### src/rtl/rotate_arbiter.sv
// Two-requester round-robin front end sharing one 16-bit rotate-right unit.
// Latency: 1 cycle from accept to rsp_valid. Throughput is one result per cycle.
// Backpressure: both readys drop while the result register is full and rsp_ready is low.
module rotate_arbiter (
    input  logic        clk,
    input  logic        rst,
    input  logic        req0_valid,
    output logic        req0_ready,
    input  logic [15:0] req0_data,
    input  logic [3:0]  req0_amt,
    input  logic        req1_valid,
    output logic        req1_ready,
    input  logic [15:0] req1_data,
    input  logic [3:0]  req1_amt,
    output logic        rsp_valid,
    input  logic        rsp_ready,
    output logic [15:0] rsp_data,
    output logic        rsp_id
);

    typedef struct packed {
        logic        id;
        logic [15:0] data;
    } rsp_t;

    rsp_t        rsp_q;
    logic        rsp_vld_q;
    logic        last_grant;
    logic        slot_free;
    logic        grant0;
    logic        grant1;
    logic        accept0;
    logic        accept1;
    logic [15:0] sel_data;
    logic [3:0]  sel_amt;
    logic [31:0] rot_wide;

    // Tie goes to whoever did not win last; a lone requester always wins.
    always_comb begin
        slot_free = !rsp_vld_q || rsp_ready;
        grant0    = req0_valid && (!req1_valid || last_grant);
        grant1    = req1_valid && (!req0_valid || !last_grant);
    end

    assign req0_ready = grant0 && slot_free && !rst;
    assign req1_ready = grant1 && slot_free && !rst;
    assign accept0    = req0_valid && req0_ready;
    assign accept1    = req1_valid && req1_ready;

    // Only one grant can be live, so a single rotator serves both requesters.
    always_comb begin
        sel_data = grant1 ? req1_data : req0_data;
        sel_amt  = grant1 ? req1_amt  : req0_amt;
        rot_wide = {sel_data, sel_data} >> sel_amt;
    end

    always_ff @(posedge clk or posedge rst) begin
        if (rst) begin
            rsp_vld_q  <= 1'b0;
            rsp_q      <= '0;
            last_grant <= 1'b1;
        end else if (accept0 || accept1) begin
            rsp_vld_q  <= 1'b1;
            rsp_q.id   <= accept1;
            rsp_q.data <= rot_wide[15:0];
            last_grant <= accept1;
        end else if (rsp_ready) begin
            rsp_vld_q  <= 1'b0;
        end
    end

    assign rsp_valid = rsp_vld_q;
    assign rsp_data  = rsp_q.data;
    assign rsp_id    = rsp_q.id;

endmodule

### config.mk
export PLATFORM = sky130hd
export DESIGN_NAME = rotate_arbiter
export DESIGN_NICKNAME = d
export VERILOG_FILES = /design/src/rtl/rotate_arbiter.sv
export SDC_FILE = /design/constraint.sdc
export NUM_CORES = 1
export LEC_CHECK = 0
export ABC_AREA = 1
export BUFFER_PORTS_ARGS = -buffer_cell sky130_fd_sc_hd__buf_2
export CORE_MARGIN = 3
export CORE_UTILIZATION = 55
export CTS_BUF_LIST = sky130_fd_sc_hd__clkbuf_4
export CTS_CLUSTER_DIAMETER = 30
export DETAILED_ROUTE_END_ITERATION = 12
export PLACE_DENSITY = 0.92
export SLEW_MARGIN = 20
export SYNTH_ARGS = -nofsm -noshare
export SYNTH_HDL_FRONTEND = slang
export SYNTH_SLANG_ARGS = --single-unit
### constraint.sdc
create_clock -name clk -period 5.3 [get_ports clk]
set_clock_uncertainty 0.15 [all_clocks]
set_input_delay 0.265 -clock clk [delete_from_list [all_inputs] [get_ports clk]]
set_output_delay 0.265 -clock clk [all_outputs]
set_load 0.05 [all_outputs]
### Word-level counts from Yosys, hierarchy flattened

Index checks and enable logic that the tools add are counted.
W data, S select, Z words.

* shift-type cells: 1
* reduce and logical (&&, ||, !) cells: 18
* mux-type cells: 4

Operators by type and width (number)
* $shr A32 B4 Y16: 1
* $mux W16: 1
* $logic_and A1 B1 Y1: 8
* $logic_not A1 Y1: 5
* $logic_or A1 B1 Y1: 4
* $mux W4: 1
* $mux W1: 2
* $reduce_bool A2 Y1: 1

* bits in registers: 19
* output and inout port bits: 20
* input port bits: 45

### Logic depth before layout (Yosys ltp)

Gate-level depths: netlist of run 1.

* depth in word-level cells: 8
* mapped depth: 12
* depth with buffers taken out: 10

### Worst setup path after synthesis of run 1

OpenSTA, ideal clock, no wires.

* path kind: input -> register
* start: in rst
* end: reg rsp_q (netlist bit rsp_data[0])
* data required time: 5.032 ns
* setup time: 0.118 ns
* stages: 8
* setup slack: 2.841 ns
* arrival time: 2.191 ns
* cells stage by stage: inv_1 > nand2_1 > nor2_1 > nor2_1 > buf_4 > buf_4 > nand2_1 > nand2_1

* longest elaborated chain between the ends: 4

Ends and longest elaborated chain
* start, declared: line 6 `input logic rst,`
* $logic_not A1 Y1 (no line)
* $logic_and A1 B1 Y1: line 46 `assign req1_ready = grant1 && slot_free && !rst;`
* net req1_ready: line 12 `output logic req1_ready,`
* $logic_and A1 B1 Y1: line 48 `assign accept1 = req1_valid && req1_ready;`
* $logic_or A1 B1 Y1: line 62 `end else if (accept0 || accept1) begin`
* end, declared: line 26 `rsp_t rsp_q;`

The timed path passes the listed nets, and every way through them passes these cells.
A chain may end at the register's enable or synchronous reset.

### Worst setup path in the final report of run 1

* start: reg last_grant
* end: reg rsp_q (netlist bit rsp_data[15])

* longest elaborated chain between the ends: 7

Ends and longest elaborated chain
* start, declared: line 28 `logic last_grant;`
* start signal, assigned: line 66 `last_grant <= accept1;`
* branches (longest 7 deep; another with $shr A32 B4 Y16)

Several ways; the timed one is not identified.

==> results of run 1 <==
-- power by group through the flow --
stage | registers (uW) | logic, uW | clock network, uW
after floorplan | 424 | 244 | 0
after global placement | 231 | 542 | 0
after detailed placement | 232 | 548 | 0
after CTS | 230 | 550 | 81.8
after global routing | 238 | 602 | 89.5
final | 229 | 554 | 79.7
-- routing by layer --
metal  track usage  up-vias  share of wire
met5             0        -              0
li1              -     1107              -
met4         0.121        0          0.030
met3        0.0540       28          0.099
met1         0.339     1003           0.40
met2         0.455      168           0.48
-- metrics by stage --
step                      setup slack, ns   util
final                                2.47  0.712
after detailed placement             2.51  0.698
after global placement               2.61  0.698
after global routing                 2.16  0.712
after CTS                            2.50  0.712
after floorplan                      2.84      -
-- tightest hold or removal path: stages --
cell     delay (ns)
buf_2          0.08
inv_1          0.03
nand2_1        0.06
nand2_1        0.05
-- cell usage after synthesis --
master,number,share of area
o21ai_0,1,0.0029
dfstp_2,1,0.015
nor2_1,3,0.0064
buf_6,1,0.0064
inv_2,4,0.0086
dfrtp_1,18,0.26
nand3_1,130,0.37
o21ai_2,2,0.010
buf_2,7,0.020
buf_4,7,0.030
nand2_2,4,0.014
nand3b_1,1,0.0043
clkbuf_1,2,0.0043
inv_1,7,0.015
nand2_1,109,0.23
-- sequential cells by signal, indices dropped and copies added (netlist names) --
register and flops:
last_grant 1, rsp_data 16, rsp_valid 1, rsp_id 1
-- kinds of logic (layout without fill, tap and decap cells) --
| kind of cell | Yosys count | in the layout | synth area share |
|---|---|---|---|
| simple gates | 247 | 247 | 0.630 |
| compound gates | 3 | 3 | 0.0129 |
| flops | 19 | 19 | 0.272 |
| buf+inv | 28 | 81 | 0.0843 |
-- how the worst max path moves through the flow --
stage	to	cells after the start
global route	rsp_data[7]$_DFFE_PP0P_	8
global placement	rsp_data[13]$_DFFE_PP0P_	9
detailed placement	rsp_data[2]$_DFFE_PP0P_	9
CTS	rsp_data[2]$_DFFE_PP0P_	8
floorplan	rsp_data[0]$_DFFE_PP0P_	8
finish	rsp_data[15]$_DFFE_PP0P_	8
-- cell type report --
type,instances,area share
Tap cell,42,0.0255
Sequential cell,19,0.231
Multi-Input combinational cell,250,0.545
Clock buffer,4,0.0145
Inverter,11,0.0200
Timing Repair Buffer,66,0.164
==> results.md, run 1 <==
| Step | Item | Value |
|:---|:---|:---|
| sta | Fin crit share | 0.533 |
| cts | Clock-pin slew reported for the worst setup and hold paths after clock tree synthesis | 0.10 ns |
| cts | Number of buffers inserted by hold repair at cts | 1 |
| detailed routing | Via density per instance | 5.88 |
| detailed routing | Average wire length per cell after detail routing | 12.7 microns |
| cts | H-tree lvl count | 1 |
| power | Relative contribution of combinational cells to total power | 0.642 |
| grt | Wire length of the first global-routing pass | 8850 microns |
| power | IR drop worst, VDD | 0.328 mV |
| cts | CTS max path bufs | 2 |
| power | Relative contribution of the clock network to total power | 0.092 |
| detailed routing | WL final | 4980 microns |
| grt | Remaining global-route overflow | 0 |
| cts | CTS tree | done |
| cts | Post-CTS Resized | 0 |
| placement | Gpl congestion | 0.997 |
| final layout | Non-filler cells in the finished layout | 392 |
| worst setup path | Chain of cells forming the critical path | nand2_1 > nand2_2 > o21ai_2 > inv_2 > nand3_1 > nand3_1 > nand3_1 > nand2_1 |
| sta | Transition time at the pin with the least slew margin | 0.698 ns |
| worst setup path | Slack of the worst reg-to-reg path | 2.47 ns |
| final layout | Most frequent cells in the layout | nand3_1 (130), nand2_1 (109), buf_2 (64) |
| final layout | Most common library cell in the layout ignoring fill and taps | nand3_1 |
| worst setup path | Kind of critical path | register to register |
| sta | Slew HR | 0.534 |
| power | Areal power density over the cells | 418 nW/um^2 |
| min path | Capture endpoint of the worst hold path | rsp_valid$_DFFE_PP0P_ |
| worst setup path | Critical path's most frequent cell | nand3_1 |
| worst setup path | Critical path's largest stage delay | 0.64 ns |
| worst setup path | Master of the slowest instance on the critical path | o21ai_2 |
| grt | Via count of the first global-routing pass | 2082 |
| worst setup path | Length in cells of the worst reg-to-reg path | 8 |
| sta | Max Freq | 0.354 GHz |
| sta | Unrepaired setup endpoints after global routing | no |
| cts | Cts bufs inserted | 3 |
| detailed routing | Antenna Nets Post-Route | 0 |
| worst setup path | Category of cells accounting for the largest share of critical-path delay | simple AND/OR/NAND/NOR gates |
| cts | Cell at the root of the clock tree | clkbuf_4 |
| placement | Dpl cell area | 2020 sq um |
| worst setup path | CP endpoint kind | register |
| cts | Clock latency on the worst-skew pair | 0.31 ns |
| logic synthesis | Count of distinct cell types in the synthesized netlist | 15 |
| sta | Total negative slack | 0 ns |
| floorplan | Die area | 3900 sq um |
| floorplan | Core Box Area | 2900 sq um |
| worst setup path | Max Fanout on Critical Path | 24 |
| worst setup path | Required time at the worst-slack endpoint | 5.36 ns |
| power | Post-layout total power | 863 uW |
| logic synthesis | Seq cells post-synth | 19 |
| sta | Count of pins over their slew limit | 0 |
| logic synthesis | Synthesis Warnings | 0 |
| grt | Total Routing Usage GR | 0.273 |
| final layout | Final standard cell area without fillers | 2060 sq um |
| final layout | Number of nets in the layout | 396 |
| final layout | Multi-input gate area in the final layout | 1130 sq um |
| power | Leakage power of the design | 0.00118 uW |
| detailed routing | Drt initial violations | 345 |
| logic synthesis | Synthesized area per cell | 5.89 sq um |
| grt | Antenna violations before repair | 0 |
| run status | Run status | finished, final reports clean |
| worst setup path | Startpoint types | register |
| floorplan | Effective utilization at floorplan | 0.604 |
| worst setup path | Worst reg2reg path endpoint | rsp_data[15]$_DFFE_PP0P_ |
| final layout | Number of inserted diodes | 0 |
| worst setup path | Critical Path Source | last_grant$_DFFE_PP1P_ |
| floorplan | Count of pins on the block boundary | 65 |
| logic synthesis | Part of the Yosys area used for sequential elements | 0.272 |
| worst setup path | FF-to-FF Start | last_grant$_DFFE_PP1P_ |
| min path | Worst hold path cell count | 4 |
| min path | Type of the tightest min-delay check | primary input to register |
| grt | Largest net degree at the start of global routing | 25 |
| power | Cell internal pwr | 375 uW |
| final layout | Area growth syn-to-layout | 17.9% |
| logic synthesis | Netlist area before placement | 1750 sq um |
| final layout | Area taken by flip-flops and latches | 477 sq um |
| floorplan | Chip Width | 62.4 microns |
| run | Count of max-cap constraint violations | 0 |
| detailed routing | Number of optimization iterations in the first detailed-route pass | 7 |
| logic synthesis | Gate count after technology mapping | 297 |
| sta | Final critical-path required period | 2.83 ns |
| logic synthesis | Net Count, Synth | 342 |
| placement | Placed instance count | 387 |
| worst setup path | WP data arrival | 2.88 ns |
| sta | Final setup violating endpoints | 0 |
| worst setup path | Critical path buffers and inverters | 1 |
| cts | Post-CTS setup buffer count | 0 |
| floorplan | Number of standard-cell rows in the floorplan | 19 |
| power | Switching share of power | 0.565 |
| placement | Number of buffers added on ports | 64 |
| sta | Worst hold-check slack | 0.0569 ns |
| power | Fraction of power consumed by sequential logic | 0.266 |
| detailed routing | Total vias in the final route | 2306 |
| sta | Number of hold-slack violations in the final timing report | 0 |
| placement | Half-perimeter wire length after placement | 3850 microns |
| min path | Hold wc startpoint | rsp_ready |
| final layout | Number of fill cells in the layout | 274 |
| cts | Clock net sink count | 19 |
| final layout | Proportion of layout cells with a drive suffix above 1 | 0.229 |
| power | Switching Power | 487 uW |
| detailed routing | Post-route DRC violation count | 0 |
| floorplan | Chip height | 62.4 microns |
No activity file was read; power rests on OpenSTA's default activity.
==> run 2, diff against run 1 <==
Settings changed: CORE_UTILIZATION 55 to 51, PLACE_DENSITY 0.92 to 0.86.
Clock period 5.3 ns to 2.6 ns, I/O delays scaled along.
==> run 2 against run 1 <==
Against the previous run:
- clock-buffer cell count unchanged
- sequential power is 110% higher
- largest cell class unchanged
- critical path type unchanged
- cell count is 1.3% higher
- setup slack got worse by 2.2 ns
- non-clock buffer count rose by 3
==> results.md, run 2 (synthesis results as in run 1) <==
| Step | Item | Value |
|:---|:---|:---|
| sta | Fin crit share | 0.892 |
| power | Leakage power of the design | 0.00120 uW |
| grt | Met1 usage in global routing | 0.328 |
| floorplan | Die area | 4170 sq um |
| sta | Number of hold-slack violations in the final timing report | 0 |
| final layout | Max FFs per register | 16 |
| cts | Clock latency on the worst-skew pair | 0.29 ns |
| worst setup path | Slack of the worst reg-to-reg path | 0.28 ns |
| cts | Cts bufs inserted | 3 |
| cts | Post-CTS setup buffer count | 0 |
| detailed routing | Antenna Nets Post-Route | 0 |
| final layout | Number of nets in the layout | 399 |
| final layout | Number of fill cells in the layout | 327 |
| placement | Number of buffers added on ports | 64 |
| floorplan | Count of pins on the block boundary | 65 |
| worst setup path | CP endpoint kind | register |
| cts | Clock-pin slew reported for the worst setup and hold paths after clock tree synthesis | 0.10 ns |
| min path | Type of the tightest min-delay check | primary input to register |
| floorplan | Effective utilization at floorplan | 0.555 |
| run | Count of max-cap constraint violations | 0 |
| worst setup path | Worst reg2reg path endpoint | rsp_data[10]$_DFFE_PP0P_ |
| sta | Final setup violating endpoints | 0 |
| final layout | Non-filler cells in the finished layout | 397 |
| final layout | Area growth syn-to-layout | 19.8% |
| detailed routing | Number of optimization iterations in the first detailed-route pass | 6 |
| final layout | Final core area utilization | 0.665 |
| placement | Placed instance count | 391 |
| grt | Remaining global-route overflow | 0 |
| run status | Run status | finished, final reports clean |
| sta | Unrepaired setup endpoints after global routing | no |
| placement | Gpl congestion | 0.974 |
| placement | Dpl cell area | 2040 sq um |
| worst setup path | FF-to-FF Start | last_grant$_DFFE_PP1P_ |
| cts | Cell at the root of the clock tree | clkbuf_4 |
| min path | Hold wc startpoint | req0_valid |
| floorplan | Chip height | 64.6 microns |
| grt | Total Routing Usage GR | 0.249 |
| worst setup path | Length in cells of the worst reg-to-reg path | 10 |
| cts | H-tree lvl count | 1 |
| sta | Final critical-path required period | 2.32 ns |
| worst setup path | Startpoint types | register |
| floorplan | Core Box Area | 3150 sq um |
| final layout | Most common library cell in the layout ignoring fill and taps | nand3_1 |
| grt | Met3 track demand over resource in global routing | 0.0433 |
| final layout | Proportion of layout cells with a drive suffix above 1 | 0.232 |
| cts | CTS max path bufs | 2 |
| sta | Count of pins over their slew limit | 0 |
| worst setup path | WP data arrival | 2.37 ns |
| grt | Antenna violations before repair | 0 |
| min path | Worst hold path cell count | 6 |
| placement | Half-perimeter wire length after placement | 3910 microns |
| sta | Total negative slack | 0 ns |
| sta | Transition time at the pin with the least slew margin | 0.663 ns |
| worst setup path | Required time at the worst-slack endpoint | 2.65 ns |
| worst setup path | Kind of critical path | register to register |
| detailed routing | Total vias in the final route | 2251 |
| power | IR drop worst, VDD | 0.667 mV |
| grt | Via count of the first global-routing pass | 2071 |
| floorplan | Number of standard-cell rows in the floorplan | 20 |
| sta | Max Freq | 0.431 GHz |
| detailed routing | Via density per instance | 5.67 |
| floorplan | Chip Width | 64.6 microns |
| grt | Most Crowded Layer GR | met2 |
| detailed routing | Post-route DRC violation count | 0 |
| grt | GR Layer Usage met2 | 0.425 |
| detailed routing | Drt initial violations | 151 |
| final layout | Most frequent cells in the layout | nand3_1 (130), nand2_1 (109), buf_2 (64) |
| detailed routing | Average wire length per cell after detail routing | 12.3 microns |
| power | Areal power density over the cells | 837 nW/um^2 |
| cts | CTS tree | done |
| grt | Largest net degree at the start of global routing | 25 |
| final layout | Area taken by flip-flops and latches | 477 sq um |
| min path | Capture endpoint of the worst hold path | last_grant$_DFFE_PP1P_ |
| grt | Wire length of the first global-routing pass | 8580 microns |
| detailed routing | WL final | 4870 microns |
| worst setup path | Max Fanout on Critical Path | 19 |
| final layout | Number of inserted diodes | 0 |
| sta | Slew HR | 0.558 |
| final layout | Final standard cell area without fillers | 2100 sq um |
| cts | Clock net sink count | 19 |
| final layout | Multi-input gate area in the final layout | 1130 sq um |
-- run 2: changes by cell type in the layout (fill, tap and decap cells not counted) --
cell	before	now
buf_4	1	3
dlygate4sd3_1	1	2
nand2_2	4	3
nand2_4	0	1
-- run 2: critical path, stage by stage, from the launching register on --
cell     delay [ns]
dfstp_2        0.56
nand2_1        0.10
buf_4          0.22
nand3_1        0.09
nand2_2        0.20
inv_2          0.28
nand3_1        0.20
nand3_1        0.16
nand3_1        0.09
nand3_1        0.12
nand2_1        0.05
-- run 2: power by group --
part / total [uW] / internal [uW] / switching, uW
Sequential: 471 / 411 / 59.7
Clock: 157 / 70.2 / 86.6
Combinational: 1130 / 289 / 839
-- run 2: cell type report --
class                      instances  area share
clock buffer                       4      0.0143
sequential                        19       0.227
timing repair buffer              69       0.173
tap                               44      0.0263
inverter                          11      0.0197
multi-input combinational        250       0.539
-- run 2: how the worst max path moves through the flow --
stage / startpoint / end / cells after the start
global placement: last_grant$_DFFE_PP1P_ / rsp_data[10]$_DFFE_PP0P_ / 10
floorplan: rsp_valid$_DFFE_PP0P_ / rsp_data[0]$_DFFE_PP0P_ / 8
finish: last_grant$_DFFE_PP1P_ / rsp_data[10]$_DFFE_PP0P_ / 10
global route: last_grant$_DFFE_PP1P_ / rsp_data[2]$_DFFE_PP0P_ / 10
CTS: last_grant$_DFFE_PP1P_ / rsp_data[2]$_DFFE_PP0P_ / 10
detailed placement: req1_valid / rsp_data[2]$_DFFE_PP0P_ / 8
-- run 2: layer usage --
| metal | vias up | wire length, microns |
|---|---|---|
| met5 | - | 0 |
| met4 | 0 | 67 |
| met3 | 10 | 350 |
| met2 | 99 | 2410 |
| met1 | 1029 | 2040 |
| li1 | 1113 | - |
-- run 2: metrics by stage --
step / setup WS (ns) / total power, uW / hold WS, ns
final: 0.280 / 1760 / 0.160
after global routing: 0.0589 / 1900 / 0.274
after CTS: 0.271 / 1760 / 0.173
after detailed placement: 0.251 / 1600 / 0.0286
after global placement: 0.300 / 1580 / 0.00500
after floorplan: 0.196 / 1360 / -0.0611
-- run 2: repair_timing --
item,4_1_cts,5_1_grt
hold endpoints to repair,20,0
hold buffers,2,0
resized for setup,0,1
setup endpoints to repair,0,1
